## src/rtl/axis_inject_arbiter.sv

```systemverilog
`default_nettype none
// ============================================================================
// Module   : axis_inject_arbiter
// Purpose  : Packet-level round-robin arbiter sharing one AXI-stream router
//            injection port among NUM_REQ local masters. A granted requester
//            keeps the port until its tlast beat is accepted, so packets never
//            interleave. The output side is a 2-entry skid buffer, which makes
//            every m_* output come straight from a register.
// Ports    : clk_noc, rst_n (async, active-low)
//            s_tvalid/s_tready/s_tdata/s_tlast/s_tid/s_tdest : per-requester
//            m_tvalid/m_tready/m_tdata/m_tlast/m_tid/m_tdest : to the router
//            grant_id : index of the locked (or last locked) requester
//            busy     : high while a packet is locked
// Revision : 1.0 - initial release
// ============================================================================
module axis_inject_arbiter #(
    parameter int NUM_REQ     = 4,
    parameter int TDATA_WIDTH = 32,
    parameter int TID_WIDTH   = 2,
    parameter int TDEST_WIDTH = 2,
    parameter int GW          = $clog2(NUM_REQ)
) (
    input  logic                                clk_noc,
    input  logic                                rst_n,
    input  logic [NUM_REQ-1:0]                  s_tvalid,
    output logic [NUM_REQ-1:0]                  s_tready,
    input  logic [NUM_REQ-1:0][TDATA_WIDTH-1:0] s_tdata,
    input  logic [NUM_REQ-1:0]                  s_tlast,
    input  logic [NUM_REQ-1:0][TID_WIDTH-1:0]   s_tid,
    input  logic [NUM_REQ-1:0][TDEST_WIDTH-1:0] s_tdest,
    output logic                                m_tvalid,
    input  logic                                m_tready,
    output logic [TDATA_WIDTH-1:0]              m_tdata,
    output logic                                m_tlast,
    output logic [TID_WIDTH-1:0]                m_tid,
    output logic [TDEST_WIDTH-1:0]              m_tdest,
    output logic [GW-1:0]                       grant_id,
    output logic                                busy
);

    // Skid entry layout: {last, tid, tdest, data}
    localparam int            C_EW       = TDATA_WIDTH + TID_WIDTH + TDEST_WIDTH + 1;
    localparam logic [GW:0]   C_NREQ     = (GW+1)'(NUM_REQ);
    localparam logic [GW-1:0] C_LAST_IDX = GW'(NUM_REQ - 1);

    typedef enum logic [0:0] {
        ST_IDLE   = 1'b0,
        ST_LOCKED = 1'b1
    } state_t;

    state_t            state_q;
    logic [GW-1:0]     rr_ptr_q;
    logic [GW-1:0]     grant_q;
    logic              busy_q;
    logic [1:0]        count_q, count_d;
    logic              full_q;
    logic              valid_q;
    logic [C_EW-1:0]   head_q, head_d;
    logic [C_EW-1:0]   tail_q, tail_d;

    logic [2*NUM_REQ-1:0] rot_dbl;
    logic [NUM_REQ-1:0]   rot;
    logic                 pick_found;
    logic [GW:0]          pick_off;
    logic [GW:0]          pick_sum;
    logic [GW-1:0]        pick_idx;
    logic                 accept;
    logic                 pop;
    logic [C_EW-1:0]      in_entry;

    // Rotate the request vector so bit 0 is the requester at rr_ptr; the
    // first set bit then gives the round-robin winner as an offset.
    assign rot_dbl = {s_tvalid, s_tvalid} >> rr_ptr_q;
    assign rot     = rot_dbl[NUM_REQ-1:0];

    always_comb begin
        pick_found = 1'b0;
        pick_off   = '0;
        for (int k = 0; k < NUM_REQ; k++) begin
            if (!pick_found && rot[k]) begin
                pick_found = 1'b1;
                pick_off   = (GW+1)'(k);
            end
        end
    end

    assign pick_sum = {1'b0, rr_ptr_q} + pick_off;
    assign pick_idx = (pick_sum >= C_NREQ) ? GW'(pick_sum - C_NREQ) : GW'(pick_sum);

    // Ready is decoded from registered state only, never from s_tvalid.
    always_comb begin
        s_tready = '0;
        if (state_q == ST_LOCKED && !full_q) begin
            s_tready[grant_q] = 1'b1;
        end
    end

    assign accept   = (state_q == ST_LOCKED) && s_tvalid[grant_q] && !full_q;
    assign pop      = valid_q && m_tready;
    assign in_entry = {s_tlast[grant_q], s_tid[grant_q], s_tdest[grant_q], s_tdata[grant_q]};

    // Two-entry skid FIFO: head drives m_*, tail only fills when head is stuck.
    always_comb begin
        count_d = count_q;
        head_d  = head_q;
        tail_d  = tail_q;
        case (count_q)
            2'd0: begin
                if (accept) begin
                    head_d  = in_entry;
                    count_d = 2'd1;
                end
            end
            2'd1: begin
                if (accept && pop) begin
                    head_d = in_entry;
                end else if (accept) begin
                    tail_d  = in_entry;
                    count_d = 2'd2;
                end else if (pop) begin
                    count_d = 2'd0;
                end
            end
            2'd2: begin
                // No push possible here: s_tready is low while full.
                if (pop) begin
                    head_d  = tail_q;
                    count_d = 2'd1;
                end
            end
            default: count_d = 2'd0;
        endcase
    end

    always_ff @(posedge clk_noc or negedge rst_n) begin
        if (!rst_n) begin
            state_q  <= ST_IDLE;
            rr_ptr_q <= '0;
            grant_q  <= '0;
            busy_q   <= 1'b0;
            count_q  <= 2'd0;
            full_q   <= 1'b0;
            valid_q  <= 1'b0;
            head_q   <= '0;
            tail_q   <= '0;
        end else begin
            count_q <= count_d;
            head_q  <= head_d;
            tail_q  <= tail_d;
            valid_q <= (count_d != 2'd0);
            full_q  <= (count_d == 2'd2);
            case (state_q)
                ST_IDLE: begin
                    if (pick_found) begin
                        grant_q <= pick_idx;
                        state_q <= ST_LOCKED;
                        busy_q  <= 1'b1;
                    end
                end
                ST_LOCKED: begin
                    if (accept && s_tlast[grant_q]) begin
                        state_q  <= ST_IDLE;
                        busy_q   <= 1'b0;
                        rr_ptr_q <= (grant_q == C_LAST_IDX) ? '0 : grant_q + 1'b1;
                    end
                end
                default: begin
                    state_q <= ST_IDLE;
                    busy_q  <= 1'b0;
                end
            endcase
        end
    end

    assign m_tvalid = valid_q;
    assign m_tdata  = head_q[TDATA_WIDTH-1:0];
    assign m_tdest  = head_q[TDATA_WIDTH +: TDEST_WIDTH];
    assign m_tid    = head_q[TDATA_WIDTH+TDEST_WIDTH +: TID_WIDTH];
    assign m_tlast  = head_q[C_EW-1];
    assign grant_id = grant_q;
    assign busy     = busy_q;

endmodule
`default_nettype wire

```

## config.mk

```make
export PLATFORM = sky130hd
export DESIGN_NAME = axis_inject_arbiter
export DESIGN_NICKNAME = d
export VERILOG_FILES = /design/src/rtl/axis_inject_arbiter.sv
export SDC_FILE = /design/constraint.sdc
export NUM_CORES = 1
export LEC_CHECK = 0
export CAP_MARGIN = 40
export CORE_MARGIN = 1.5
export CORE_UTILIZATION = 40
export CTS_BUF_LIST = sky130_fd_sc_hd__clkbuf_4
export DETAILED_ROUTE_END_ITERATION = 10
export PLACE_DENSITY = 0.73
export SYNTH_ARGS = -nofsm -noshare
export SYNTH_HDL_FRONTEND = slang
export SYNTH_SLANG_ARGS = --single-unit
```

## constraint.sdc

```tcl
create_clock -name clk_noc -period 2.5 [get_ports clk_noc]
set_input_delay 0.25 -clock clk_noc [delete_from_list [all_inputs] [get_ports clk_noc]]
set_output_delay 0.25 -clock clk_noc [all_outputs]
set_load 0.02 [all_outputs]
```

; ---- Yosys cells after proc, flatten, opt, wreduce, memory -nomap -nowiden
; Cells that the tools add are included.
; Widths: inputs -> output; s select.
[totals]
ff_bits = 84
inputBits = 155
out_inout_bits = 45
wordCells = 87
[op_classes]
add_sub_neg = 3
order_cmp = 3
n_eq_ne = 9
shifts = 1
n_mux = 38
bitwise_logic = 2
reduce_logical = 22
[ops]
columns = operator, n
row1 = $mux 37, 3
row2 = $pmux 37 s3, 1
row3 = $bmux 32 s2, 1
row4 = $mux 32, 1
row5 = $mux 2, 9
row6 = $mux 1, 12
row7 = $logic_and 1x1->1, 10
row8 = $bmux 2 s2, 2
row9 = $ne 2x2->1 const B, 4
row10 = $shr 8x2->4, 1
row11 = $eq 2x2->1 const B, 3
row12 = $mux 3, 2
row13 = $pmux 2 s3, 1
row14 = $reduce_and 2->1, 3
row15 = $bmux 1 s2, 2
row16 = $logic_not 1->1, 4
row17 = $mux 4, 1
row18 = $pmux 1 s2, 2
row19 = $reduce_and 4->1, 1
row20 = $add 2x3->3, 1
row21 = $ge 3x3->1 const B, 1
row22 = $lt 2x3->1 const B, 1
row23 = $reduce_and 3->1, 1
row24 = $reduce_bool 3->1, 1
row25 = other kinds (9), 10

; ---- Longest topological paths before layout
[depth]
ltp_word = 14
depth_mapped = 10

; ---- Worst setup path after synthesis
; No wires, ideal clock.
[synth_timing]
path_kind = reg-to-reg
start = register grant_q[1], in the netlist grant_id[1]
end = register head_q[10]
setup_ns = 0.125
arrival_time_ns = 2.018
required_ns = 2.375
path_slack_ns = 0.358
stages_incl_launch_ff = 6
path_cell_list = dfrtp_1 -> buf_2 -> clkbuf_1 -> mux4_2 -> mux2_2 -> mux2_2
[synth_via]
elab_chain_len = 7
word_cells_on_any_way = 13
[synth_lines]
columns = item, line
row1 = "start, declared", 53  ; logic [GW-1:0] grant_q;
row2 = "start signal, assigned", 155  ; grant_q <= pick_idx;
row3 = $bmux 1 s2, 98  ; assign accept = (state_q == ST_LOCKED) && s_tvalid[grant_q] && !full_q;
row4 = $mux 1 (implied by the code), 98
row5 = $logic_and 1x1->1 (2 in series), 98
row6 = $logic_and 1x1->1, 115  ; if (accept && pop) begin
row7 = $ne 2x2->1 (no source line), -
row8 = $reduce_and 4->1 (no source line), -
row9 = "end signal, assigned", 144  ; head_q <= '0;
row10 = "end signal, assigned", 148  ; head_q <= head_d;
row11 = "end, declared", 58  ; logic [C_EW-1:0] head_q, head_d;
; Parallel ways exist; a longest one is shown, timed or not. The select of a mux whose other input is x is not followed.
; A chain may end at the register's enable or synchronous reset.

; ---- Worst setup path after layout
[layout_timing]
start = register grant_q[0], in the netlist grant_id[0]
end = output s_tready[2]
[layout_via]
elab_chain_len = 5
word_cells_on_any_way = 6
[layout_lines]
columns = item, line
row1 = $lt 2x3->1 (implied by the code) / $ge 2x1->1 (equally long branches), 94  ; s_tready[grant_q] = 1'b1;
row2 = $logic_and 1x1->1 (implied by the code), 94
row3 = $mux 1 (implied by the code), 94
row4 = $demux 1 s2 (*), 94
row5 = $mux 4 (*), 93  ; if (state_q == ST_LOCKED && !full_q) begin
row6 = "end, declared", 26  ; output logic [NUM_REQ-1:0] s_tready,
; Mark *: on every way between the ends. The rest lies on a longest branch, timed or not.

==> flow_summary.ini <==
[status]
outcome = finished, final reports clean

[setup_path]
critPathSlowestCell = clkdlybuf4s50_1
slowest_delay_ps = 610
critPathKind = reg -> out
worst-path-max-fanout = 11
worstPathArrival_ps = 2070
cp_cell_sequence = buf_4 -> inv_1 -> ha_1 -> and2_1 -> clkdlybuf4s50_1
required_ps = 2250
cp-end-kind = output port
start_kind = flop
reg2regPathDepth = 6

[logic_synthesis]
synth_top_cell_by_area = dfrtp_1
yosysSeqAreaShare = 0.425
synth_cell_type_count = 38
avgSynthCellArea_um2 = 15.5
ys_top_cells_by_count = dfrtp_1 (84), mux2_2 (84), mux4_2 (37), mux2_4 (30)
syn_nets = 479
dominantRegCellSynth = dfrtp_1
synth_area_leaders = dfrtp_1 (42%), mux2_2 (19%), mux4_2 (17%)
ys_async_sr_fraction = 1.00
ys_ff_latch = 84
ys_warn_count = 0
syn-cell-area_um2 = 4950
yosysTopAreaCellShare = 0.425
syn-instance-count = 319
synth_edf_count = 0

[clocking]
clock-root-buffer = clkbuf_4
clk_pin_slew_ps = 160
htreeDepth = 3
cts_buffers = 9
insertion_delay_ps = 430
clock_path_buffers = 2
clock-sinks = 84
cts_tree = done

[detailed_routing]
first_pass_iters = 4
drc_errors = 0
vias_per_cell = 5.04
via_count = 3490
wl_um = 11800
ant_nets = 0
wire_per_inst_um = 17.0
first_iter_violations = 99

[final_layout]
utilization = 0.605
areaGrowthSynthToFinish_pct = 47.3
n_fill_cell = 982
antenna_cells = 0
nNetsFinal = 680
drive_gt1_frac = 0.360

[pwr]
power_density_nw_per_um2 = 1190
power.leakage_nw = 2.86
peakVddDrop_uv = 779

[global_route]
grt_pass1_wl_um = 18500
grt_usage = 0.183
grt_antenna_before_repair = 0
grt_use_met1 = 0.217
top_usage_layer = met2
grtUsageMet2 = 0.329
grt_max_degree = 53
grt_pass1_vias = 3664
gr-total-overflow = 0
grtUsageMet3 = 0.0524

[placement]
globalplace.congestion = 0.742
dpl.hpwl_um = 8900
numPortBuffers = 199

[floorplanning]
chipHeight_um = 114
fp.dieW_um = 114
die-area_um2 = 13100
ios = 200
core-area_um2 = 12100
initial_utilization = 0.410
fp-row-count = 40

[sta]
finalSetupViolCount = 0
fin_crit_ps = 2320
tightest_slew_ps = 454
slew_headroom = 0.697
hold_viol = 0
fin_tns_setup_ps = 0
rsz0062_at_grt = no
fmax_ghz = 0.432
slew_violations = 0
timing.final.crit_share = 0.927
final.setup_skew_ps = 22.5

[worst_hold_path]
hp-class = in -> async

[run]
maxCapViolCount = 0
[layout by cell type (no fill, tap or decap), drive strengths merged, types with 2 or more instances in the layout]
| master | synthesis | final |
|---|---|---|
| clkdlybuf4s50 | 0 | 198 |
| mux2 | 114 | 114 |
| dfrtp | 84 | 84 |
| mux4 | 37 | 37 |
| buf | 14 | 12 |
| clkbuf | 7 | 9 |
| nand2 | 7 | 7 |
| inv | 3 | 7 |
| a21oi | 6 | 6 |
| nor2 | 5 | 5 |
| ha | 5 | 5 |
| and2 | 4 | 4 |
| o21ai | 4 | 4 |
| or3b | 4 | 4 |
| nand3b | 3 | 3 |
| nor2b | 2 | 2 |
| mux2i | 2 | 2 |
| a21boi | 2 | 2 |
| o2bb2ai | 2 | 2 |
| nand2b | 2 | 2 |
| o22ai | 2 | 2 |
| clkinv | 0 | 2 |
[cell families (layout without fill, tap and decap cells)]
logic type,Yosys count,after routing,share of synthesized area
muxes,153,153,0.454
AOI/OAI and AO/OA,20,20,0.0319
adders and majority gates,5,5,0.0126
buffers and inverters,24,230,0.0351
DFF,84,84,0.425
and+or+nand+nor,32,32,0.0394
xor gates and xnor gates,1,1,0.00177
[through the flow]
step | power [mW] | cells | hold slack [ps] | area, um2 | setup WS [ps]
floorplan | 6.27 | 319 | -45.6 | 4950 | 358
global placement | 7.89 | 676 | 218 | 7160 | 124
detailed placement | 8.03 | 676 | 231 | 7160 | 50.1
CTS | 8.79 | 693 | 289 | 7290 | 53.1
global route | 9.25 | 693 | 311 | 7290 | 48.0
finish | 8.66 | 693 | 298 | 7290 | 183
[report_power, final]
group / internal, mW / leakage (nW) / switching, mW
logic: 3.23 / 1.80 / 2.19
clock network: 0.219 / 0.0677 / 0.512
registers: 2.09 / 0.994 / 0.419
[registers in the layout, indices dropped and copies added, names as in the netlist, 2 cells and up]
register / flops
count_q: 2
grant_id: 2
head_q: 37
rr_ptr_q: 2
tail_q: 37
[cell type report]
cell class                 instances  area, um2  share of cell area
clock buffer                       9       67.6             0.00926
clock inverter                     7       56.3             0.00772
inverter                           3       11.3             0.00154
multi-input combinational        211       2680               0.368
sequential                        84       2100               0.289
tap                              168        210              0.0288
timing repair buffer             211       2160               0.296
[worst paths after layout]
path                       slack (ps)               startpoint                endpoint
max                               180  grant_id[0]$_DFFE_PN0P_             s_tready[2]
min                               300                    rst_n  head_q[27]$_DFFE_PN0P_
max reg2reg                       270  grant_id[0]$_DFFE_PN0P_  tail_q[35]$_DFFE_PN0P_
min reg2reg                       510         busy$_DFFE_PN0P_        busy$_DFFE_PN0P_
max in group asynchronous        1550                    rst_n  tail_q[13]$_DFFE_PN0P_
min in group clk_noc              510         busy$_DFFE_PN0P_        busy$_DFFE_PN0P_
[critical path, delay by kind of cell, from the launching register on]
kind                     cells  cell delay (ps)
AND/OR/NAND/NOR              1              130
buffers and inverters        3              910
adder cells (fa/ha/maj)      1              150
flip-flops                   1              460
[timing repair]
item,in CTS,in global routing
gates resized for setup,0,1
hold buffers,1,0
endpoints found under the setup margin,0,2
setup buffers,0,0
hold endpoints to repair,32,0
[per-layer routing]
metal | routed length [um] | vias up
li1 | - | 1616
met2 | 5960 | 115
met3 | 795 | 9
met4 | 109 | 0
met1 | 4890 | 1750
met5 | 0 | -
Note: power is estimated with default switching activity, not from simulation.
